### src/rtl/hilo_div_seq.sv
// Sequential radix-2 restoring divider for DIV/DIVU writing {remainder, quotient} to HI/LO.
// Optional macro DIV_EARLY_EXIT_EN: skip iterations when |dividend| < |divisor|.
module hilo_div_seq #(
    parameter int DATA_W = 32,
    parameter int CNT_W  = 6
) (
    input  logic                  clk,
    input  logic                  rst,
    input  logic                  signed_div_i,
    input  logic [DATA_W-1:0]     opdata1_i,
    input  logic [DATA_W-1:0]     opdata2_i,
    input  logic                  start_i,
    input  logic                  annul_i,
    output logic [2*DATA_W-1:0]   result_o,
    output logic                  ready_o,
    output logic                  busy_o,
    output logic                  stallreq_o
);

    typedef enum logic [1:0] {
        S_IDLE   = 2'd0,
        S_BYZERO = 2'd1,
        S_ON     = 2'd2,
        S_END    = 2'd3
    } state_e;

    state_e                state_q;
    logic [CNT_W-1:0]      cnt_q;
    logic [DATA_W-1:0]     rem_q;
    logic [DATA_W-1:0]     quo_q;
    logic [DATA_W-1:0]     dvsr_q;
    logic                  neg1_q;
    logic                  neg2_q;
    logic                  sgn_q;
    logic [2*DATA_W-1:0]   result_q;
    logic                  ready_q;

    logic                  op1_neg_s;
    logic                  op2_neg_s;
    logic [DATA_W-1:0]     abs1_s;
    logic [DATA_W-1:0]     abs2_s;
    logic [DATA_W:0]       trial_s;
    logic [DATA_W-1:0]     rem_d;
    logic [DATA_W-1:0]     quo_d;
    logic [CNT_W-1:0]      cnt_d;
    logic [DATA_W-1:0]     rem_fix_s;
    logic [DATA_W-1:0]     quo_fix_s;

    function automatic logic [DATA_W-1:0] neg_if(input logic en, input logic [DATA_W-1:0] v);
        neg_if = en ? (~v + DATA_W'(1)) : v;
    endfunction

    // Operand magnitudes and one restoring iteration on the latched state.
    always_comb begin
        op1_neg_s = signed_div_i & opdata1_i[DATA_W-1];
        op2_neg_s = signed_div_i & opdata2_i[DATA_W-1];
        abs1_s    = neg_if(op1_neg_s, opdata1_i);
        abs2_s    = neg_if(op2_neg_s, opdata2_i);
        // DATA_W+1 bits suffice: the shifted remainder is always below 2*divisor.
        trial_s   = {rem_q, quo_q[DATA_W-1]} - {1'b0, dvsr_q};
        if (trial_s[DATA_W]) begin
            rem_d = {rem_q[DATA_W-2:0], quo_q[DATA_W-1]};
        end else begin
            rem_d = trial_s[DATA_W-1:0];
        end
        quo_d     = {quo_q[DATA_W-2:0], ~trial_s[DATA_W]};
        cnt_d     = cnt_q + CNT_W'(1);
        quo_fix_s = neg_if(sgn_q & (neg1_q ^ neg2_q), quo_d);
        rem_fix_s = neg_if(sgn_q & neg1_q, rem_d);
    end

    // Divide FSM with registered result and ready.
    always_ff @(posedge clk) begin
        if (rst) begin
            state_q  <= S_IDLE;
            cnt_q    <= {CNT_W{1'b0}};
            rem_q    <= {DATA_W{1'b0}};
            quo_q    <= {DATA_W{1'b0}};
            dvsr_q   <= {DATA_W{1'b0}};
            neg1_q   <= 1'b0;
            neg2_q   <= 1'b0;
            sgn_q    <= 1'b0;
            result_q <= {(2*DATA_W){1'b0}};
            ready_q  <= 1'b0;
        end else begin
            case (state_q)
                S_IDLE: begin
                    ready_q  <= 1'b0;
                    result_q <= {(2*DATA_W){1'b0}};
                    if (start_i && !annul_i) begin
                        if (opdata2_i == {DATA_W{1'b0}}) begin
                            state_q <= S_BYZERO;
`ifdef DIV_EARLY_EXIT_EN
                        end else if (abs1_s < abs2_s) begin
                            state_q  <= S_END;
                            result_q <= {opdata1_i, {DATA_W{1'b0}}};
                            ready_q  <= 1'b1;
`endif
                        end else begin
                            state_q <= S_ON;
                            cnt_q   <= {CNT_W{1'b0}};
                            rem_q   <= {DATA_W{1'b0}};
                            quo_q   <= abs1_s;
                            dvsr_q  <= abs2_s;
                            neg1_q  <= op1_neg_s;
                            neg2_q  <= op2_neg_s;
                            sgn_q   <= signed_div_i;
                        end
                    end else begin
                        state_q <= S_IDLE;
                    end
                end
                S_BYZERO: begin
                    if (annul_i) begin
                        state_q  <= S_IDLE;
                        ready_q  <= 1'b0;
                        result_q <= {(2*DATA_W){1'b0}};
                    end else begin
                        state_q  <= S_END;
                        ready_q  <= 1'b1;
                        result_q <= {(2*DATA_W){1'b0}};
                    end
                end
                S_ON: begin
                    if (annul_i) begin
                        state_q  <= S_IDLE;
                        ready_q  <= 1'b0;
                        result_q <= {(2*DATA_W){1'b0}};
                    end else begin
                        rem_q <= rem_d;
                        quo_q <= quo_d;
                        cnt_q <= cnt_d;
                        if (cnt_d == CNT_W'(DATA_W)) begin
                            state_q  <= S_END;
                            result_q <= {rem_fix_s, quo_fix_s};
                            ready_q  <= 1'b1;
                        end else begin
                            state_q <= S_ON;
                        end
                    end
                end
                S_END: begin
                    if (annul_i || !start_i) begin
                        state_q  <= S_IDLE;
                        ready_q  <= 1'b0;
                        result_q <= {(2*DATA_W){1'b0}};
                    end else begin
                        state_q <= S_END;
                    end
                end
                default: begin
                    state_q  <= S_IDLE;
                    ready_q  <= 1'b0;
                    result_q <= {(2*DATA_W){1'b0}};
                end
            endcase
        end
    end

    assign result_o   = result_q;
    assign ready_o    = ready_q;
    assign busy_o     = (state_q != S_IDLE);
    assign stallreq_o = start_i & ~ready_q;

endmodule

### config.mk
export PLATFORM = sky130hd
export DESIGN_NAME = hilo_div_seq
export DESIGN_NICKNAME = d
export VERILOG_FILES = /design/src/rtl/hilo_div_seq.sv
export SDC_FILE = /design/constraint.sdc
export NUM_CORES = 1
export LEC_CHECK = 0
export BUFFER_PORTS_ARGS = -buffer_cell sky130_fd_sc_hd__buf_2
export CORE_UTILIZATION = 30
export CTS_BUF_LIST = sky130_fd_sc_hd__clkbuf_8
export CTS_CLUSTER_DIAMETER = 30
export CTS_CLUSTER_SIZE = 16
export DETAILED_ROUTE_END_ITERATION = 12
export PLACE_DENSITY = 0.56
export SLEW_MARGIN = 20
export SYNTH_ARGS = -nofsm -noshare
export SYNTH_HDL_FRONTEND = slang
export SYNTH_SLANG_ARGS = --single-unit
### constraint.sdc
create_clock -name clk -period 9.5 [get_ports clk]
set_input_delay 0 -clock clk [delete_from_list [all_inputs] [get_ports clk]]
set_output_delay 0 -clock clk [all_outputs]
set_load 0.005 [all_outputs]
### Word level (Yosys, flattened, before mapping)

Index checks and enable logic that the tools add are counted.

* register bits: 172

* add/subtract/negate cells: 6
* equality and inequality tests: 9
* mux-type cells: 33
* bitwise operators: 13
* reductions and logical operators: 12

Operator list (count)
* two-way mux 32 bit: 11
* two-way mux 64 bit: 3
* case mux 64 bit (3 select lines): 1
* adder 32 x 1 -> 32 bit (second input constant): 4
* NOT 32 bit: 4
* case mux 32 bit (2 select lines): 2
* subtractor 33 x 32 -> 33 bit: 1
* logical NOT 32 bit: 1
* two-way mux 6 bit: 3
* case mux 6 bit (2 select lines): 1
* two-way mux 2 bit: 5
* inequality test 2 bit (second input constant): 4
* case mux 2 bit (4 select lines): 1
* adder 6 x 1 -> 6 bit (second input constant): 1
* == test 6 bit (second input constant): 1
* AND 1 bit: 5
* two-way mux 1 bit: 5
* == test 2 bit (second input constant): 2
* case mux 1 bit (4 select lines): 1
* AND reduction 4 bit: 1
* nonzero test 2 bit: 2
* inequality test 3 bit (second input constant): 1
* NOT 1 bit: 3
* AND reduction 3 bit: 1
* other kinds (8): 9

### Longest topological paths before layout

* depth in word-level cells: 8
* gate-level depth with buffers: 24

### Worst setup path after synthesis

Ideal clock, no wire load.

* path kind: reg2reg
* start: register quo_q[31]
* end: register result_q[58] (netlist: result_o[58])
* arrival time: 4.440 ns
* required time: 9.374 ns
* path slack: 4.934 ns
* stages on the path, launching flop included: 22
* cells stage by stage: dfxtp_1 > inv_1 > ha_1 > inv_1 > fa_1 > a211oi_4 > o31ai_4 > o211a_1 > o21a_1 > o21a_2 > nor2_8 > buf_2 > buf_2 > mux2i_1 > ha_1 > nand4_1 > nor4_1 > nand3_1 > a22oi_1 > a41oi_1 > xnor2_1 > o21ai_1

* cells in the longest elaborated chain, start to end: 8

RTL lines
* from (decl): line 30 `logic [DATA_W-1:0] quo_q;`
* from (signal assigned): line 78 `quo_q <= {DATA_W{1'b0}};`
* from (signal assigned): line 103 `quo_q <= abs1_s;`
* from (signal assigned): line 131 `quo_q <= quo_d;`
* subtractor 33 x 32 -> 33 bit: line 60 `trial_s = {rem_q, quo_q[DATA_W-1]} - {1'b0, dvsr_q};`
* two-way mux 32 bit *: line 61 `if (trial_s[DATA_W]) begin`
* NOT 32 bit: line 50 `neg_if = en ? (~v + DATA_W'(1)) : v;`
* adder 32 x 1 -> 32 bit: line 50
* two-way mux 32 bit *: line 50
* two-way mux 64 bit *: line 133 `if (cnt_d == CNT_W'(DATA_W)) begin`
* two-way mux 64 bit *: line 125 `if (annul_i) begin`
* case mux 64 bit (3 select lines) *: line 86 `case (state_q)`
* to (signal assigned): line 89 `result_q <= {(2*DATA_W){1'b0}};`
* to (signal assigned): line 128 `result_q <= {(2*DATA_W){1'b0}};`
* to (signal assigned): line 135 `result_q <= {rem_fix_s, quo_fix_s};`
* to (decl): line 35 `logic [2*DATA_W-1:0] result_q;`

Every way passes the cells marked *; elsewhere a longest branch is shown, timed or not. The select of a mux whose other input is x is not followed.
A chain may end at the register's enable or synchronous reset.

### Worst setup path in the final report

* start: register quo_q[31]
* end: register result_q[60] (netlist: result_o[60])

The elaborated chain is that of the path after synthesis.

==> flow_metrics.py <==
metrics = {
    "detailed_routing": {
        "first_iter_violations": 771,
        "drt_first_pass_iters": 5,
        "wl_per_cell_um": 16.8,
        "routed-via-count": 11936,
        "ant_nets": 0,
        "drc_errors": 0,
        "wirelength_um": 38300,
        "avgViaCountPerCell": 5.24,
    },
    "worst_setup_path": {
        "required_ps": 9840,
        "path_buf_inv": 4,
        "worst-r2r-setup-slack_ps": 3660,
        "cp-end-kind": "flip-flop",
        "crit_chain": "inv_1 -> ha_1 -> inv_1 -> fa_1 -> a211oi_4 -> o31ai_4 -> o211a_1 -> o21a_1 -> o21a_2 -> nor2_8 -> inv_2 -> nand2_1 -> o21ai_0 -> inv_1 -> ha_1 -> nand4_1 -> nor4_1 -> nand3_1 -> a22oi_1 -> a41oi_1 -> xnor2_1 -> o21ai_0",
        "crit_path_max_fanout": 46,
        "path_common_cell": "inv_1",
        "timing.rr.start": "quo_q[31]",
        "cp_top_family": "compound AO/OA/AOI/OAI gates",
        "startpoint_type": "flip-flop",
        "crit_type": "reg -> reg",
        "worst_path_largest_cell_delay_ps": 630,
        "arrival_ps": 6180,
        "startpoint": "quo_q[31]",
        "slowest_stage": "nor2_8",
    },
    "clock_network": {
        "cts_buffer_depth": 2,
        "cts.reportedPaths.clkPinSlew_ps": 110,
        "cts_tree": "yes",
        "numClockSinks": 172,
        "clk_latency_ps": 500,
        "cts_buffers": 17,
        "cts_htree_levels": 4,
        "cts_root_buffer": "clkbuf_8",
    },
    "grt": {
        "first_global_vias": 11300,
        "grtUsageTotal": 0.190,
        "antenna_found_initial": 0,
        "grt_max_degree": 85,
        "grt_pass1_wl_um": 61800,
        "grt.overflow.total": 0,
    },
    "min_path": {
        "min_from": "opdata1_i[28]",
        "hp-class": "in -> reg",
    },
    "synth": {
        "syn-mean-instance-area_um2": 7.29,
        "syn-instance-count": 1632,
        "yosysUniqueCellTypes": 81,
        "synthTopCellsByArea": "dfxtp_1, nand2_1, a21oi_1",
        "ys_ff_latch": 172,
        "syn_nets": 1743,
        "netlist.top_cell.by_area": "dfxtp_1",
        "synth_edf_count": 0,
        "synth.top_cell.area_share": 0.289,
        "ys.flop_type": "dfxtp_1",
        "yosys_warnings": 0,
        "syn-cell-area_mm2": 0.0119,
        "async_flop_share": 0,
        "synth_seq_area_share": 0.289,
    },
    "final_layout": {
        "drive_gt1_frac": 0.121,
        "diodes": 0,
        "final_common_cell": "nand2_1",
        "final_util": 0.357,
        "fin_nets": 1860,
        "mostFrequentLayoutCells": "nand2_1, nor2_1, dfxtp_1, a21oi_1, buf_2",
        "area_growth_syn_to_layout_pct": 16.8,
        "n_fill_cell": 4168,
    },
    "status": {
        "status": "completed",
    },
    "sta": {
        "setup_tns_ps": 0,
        "fmax_ghz": 0.171,
        "final-setup-viol-count": 0,
        "worst_pin_slew_ps": 1010,
        "slew_headroom": 0.330,
        "period_minus_slack_ps": 5840,
        "hold_violations": 0,
        "fin_worst_skew_ps": 23.2,
        "finalMaxSlewViolations": 0,
        "rsz0062_at_grt": "no",
        "finalCritPeriodShare": 0.615,
        "holdWs_ps": 20.6,
    },
    "die": {
        "die_w_um": 201,
        "rows": 72,
        "start_util": 0.306,
        "coreArea_mm2": 0.0389,
        "io_pins": 136,
        "die_y_um": 201,
        "dieArea_mm2": 0.0405,
    },
    "pwr": {
        "p_per_area_mw_per_mm2": 124,
        "ir_drop_mv": 0.0657,
        "clkPwrFrac": 0.348,
        "switchingPower_mw": 0.558,
        "p_leak_nw": 5.32,
        "switching_share": 0.323,
        "p_seq_frac": 0.439,
        "p_int_mw": 1.17,
        "p_comb_frac": 0.213,
    },
    "run": {
        "max_cap_violations": 0,
    },
    "placement": {
        "dp_hpwl_um": 29500,
        "port-buffer-count": 135,
        "gp_congestion": 0.899,
    },
}
[final timing paths]
path | endpoint | depth (start not counted)
max reg2reg | result_o[60] | 22
min | quo_q[28] | 5
min reg2reg | result_o[63] | 2
max | result_o[60] | 22
[state kept, by name, indices dropped and copies added (netlist names)]
| signal | count |
|---|---|
| sgn_q | 1 |
| state_q | 2 |
| quo_q | 32 |
| dvsr_q | 32 |
| neg2_q | 1 |
| rem_q | 32 |
| neg1_q | 1 |
| cnt_q | 6 |
| ready_o | 1 |
| result_o | 64 |
[cell usage after synthesis (all sizes together) (13+ instances only)]
cell,instances
nand2,250
nor2,179
dfxtp,172
a21oi,140
o21ai,133
clkbuf,78
xor2,74
xnor2,63
inv,56
nor3,50
a22oi,41
ha,41
a211oi,37
nand3,28
buf,20
o31ai,19
or3,18
mux2i,17
nand2b,17
nor4,17
a31oi,15
nand4,13
nor2b,13
[cells by family after synthesis]
kind of cell / share of synthesized area
compound gates: 0.247
xor+xnor: 0.101
fa+ha+maj: 0.0448
buf+inv: 0.0509
flops: 0.289
mux: 0.0212
simple gates: 0.246
[per-stage QoR]
| step | power [mW] | worst slack (ps) | instances | cell area (um^2) |
|---|---|---|---|---|
| final | 1.73 | 3660 | 2279 | 13900 |
| after floorplan | 1.01 | 4930 | 1632 | 11900 |
| after global routing | 1.81 | 3150 | 2279 | 13900 |
| after CTS | 1.74 | 3720 | 2279 | 13900 |
| after global placement | 1.12 | 3830 | 2195 | 12900 |
| after detailed placement | 1.12 | 3760 | 2195 | 12900 |
[worst register-to-register path, delay by kind of cell (launching register included)]
kind / cells / cell delay (ps)
AO/OA/AOI/OAI: 9 / 2110
AND/OR/NAND/NOR: 5 / 1450
adder cells (fa/ha/maj): 3 / 840
XOR/XNOR: 1 / 170
flip-flops: 1 / 350
buffers and inverters: 4 / 770
[layer usage]
layer	routed length, um	global-route usage	up-vias	part of all wire
met3	1480	0.0266	66	0.039
met4	1260	0.0769	0	0.033
li1	-	-	5990	-
met2	18000	0.317	303	0.47
met1	17600	0.245	5577	0.46
met5	0	0	-	0
[cell type report]
class	instances	area (um^2)	share of cell area
multi-input cells	1306	7880	0.567
well taps	518	648	0.0466
inverters	56	210	0.0151
repair buffers	196	1270	0.0913
flip-flops and latches	172	3440	0.248
clock inverters	14	208	0.0149
clock buffers	17	234	0.0168
[repair_timing]
item / CTS / global route
hold buffers: 53 / 0
setup buffers: 0 / 0
endpoints found under the hold margin: 50 / 0
resized for setup: 0 / 0
[power by group through the flow]
| stage | Sequential (mW) | Clock (mW) | Combinational, mW |
|---|---|---|---|
| 2_1_floorplan | 0.767 | 0 | 0.245 |
| 3_3_place_gp | 0.773 | 0 | 0.346 |
| 3_5_place_dp | 0.774 | 0 | 0.348 |
| 4_1_cts | 0.757 | 0.614 | 0.366 |
| 5_1_grt | 0.760 | 0.641 | 0.409 |
| 6_report | 0.757 | 0.600 | 0.368 |
Note: power is estimated with default switching activity, not from simulation.
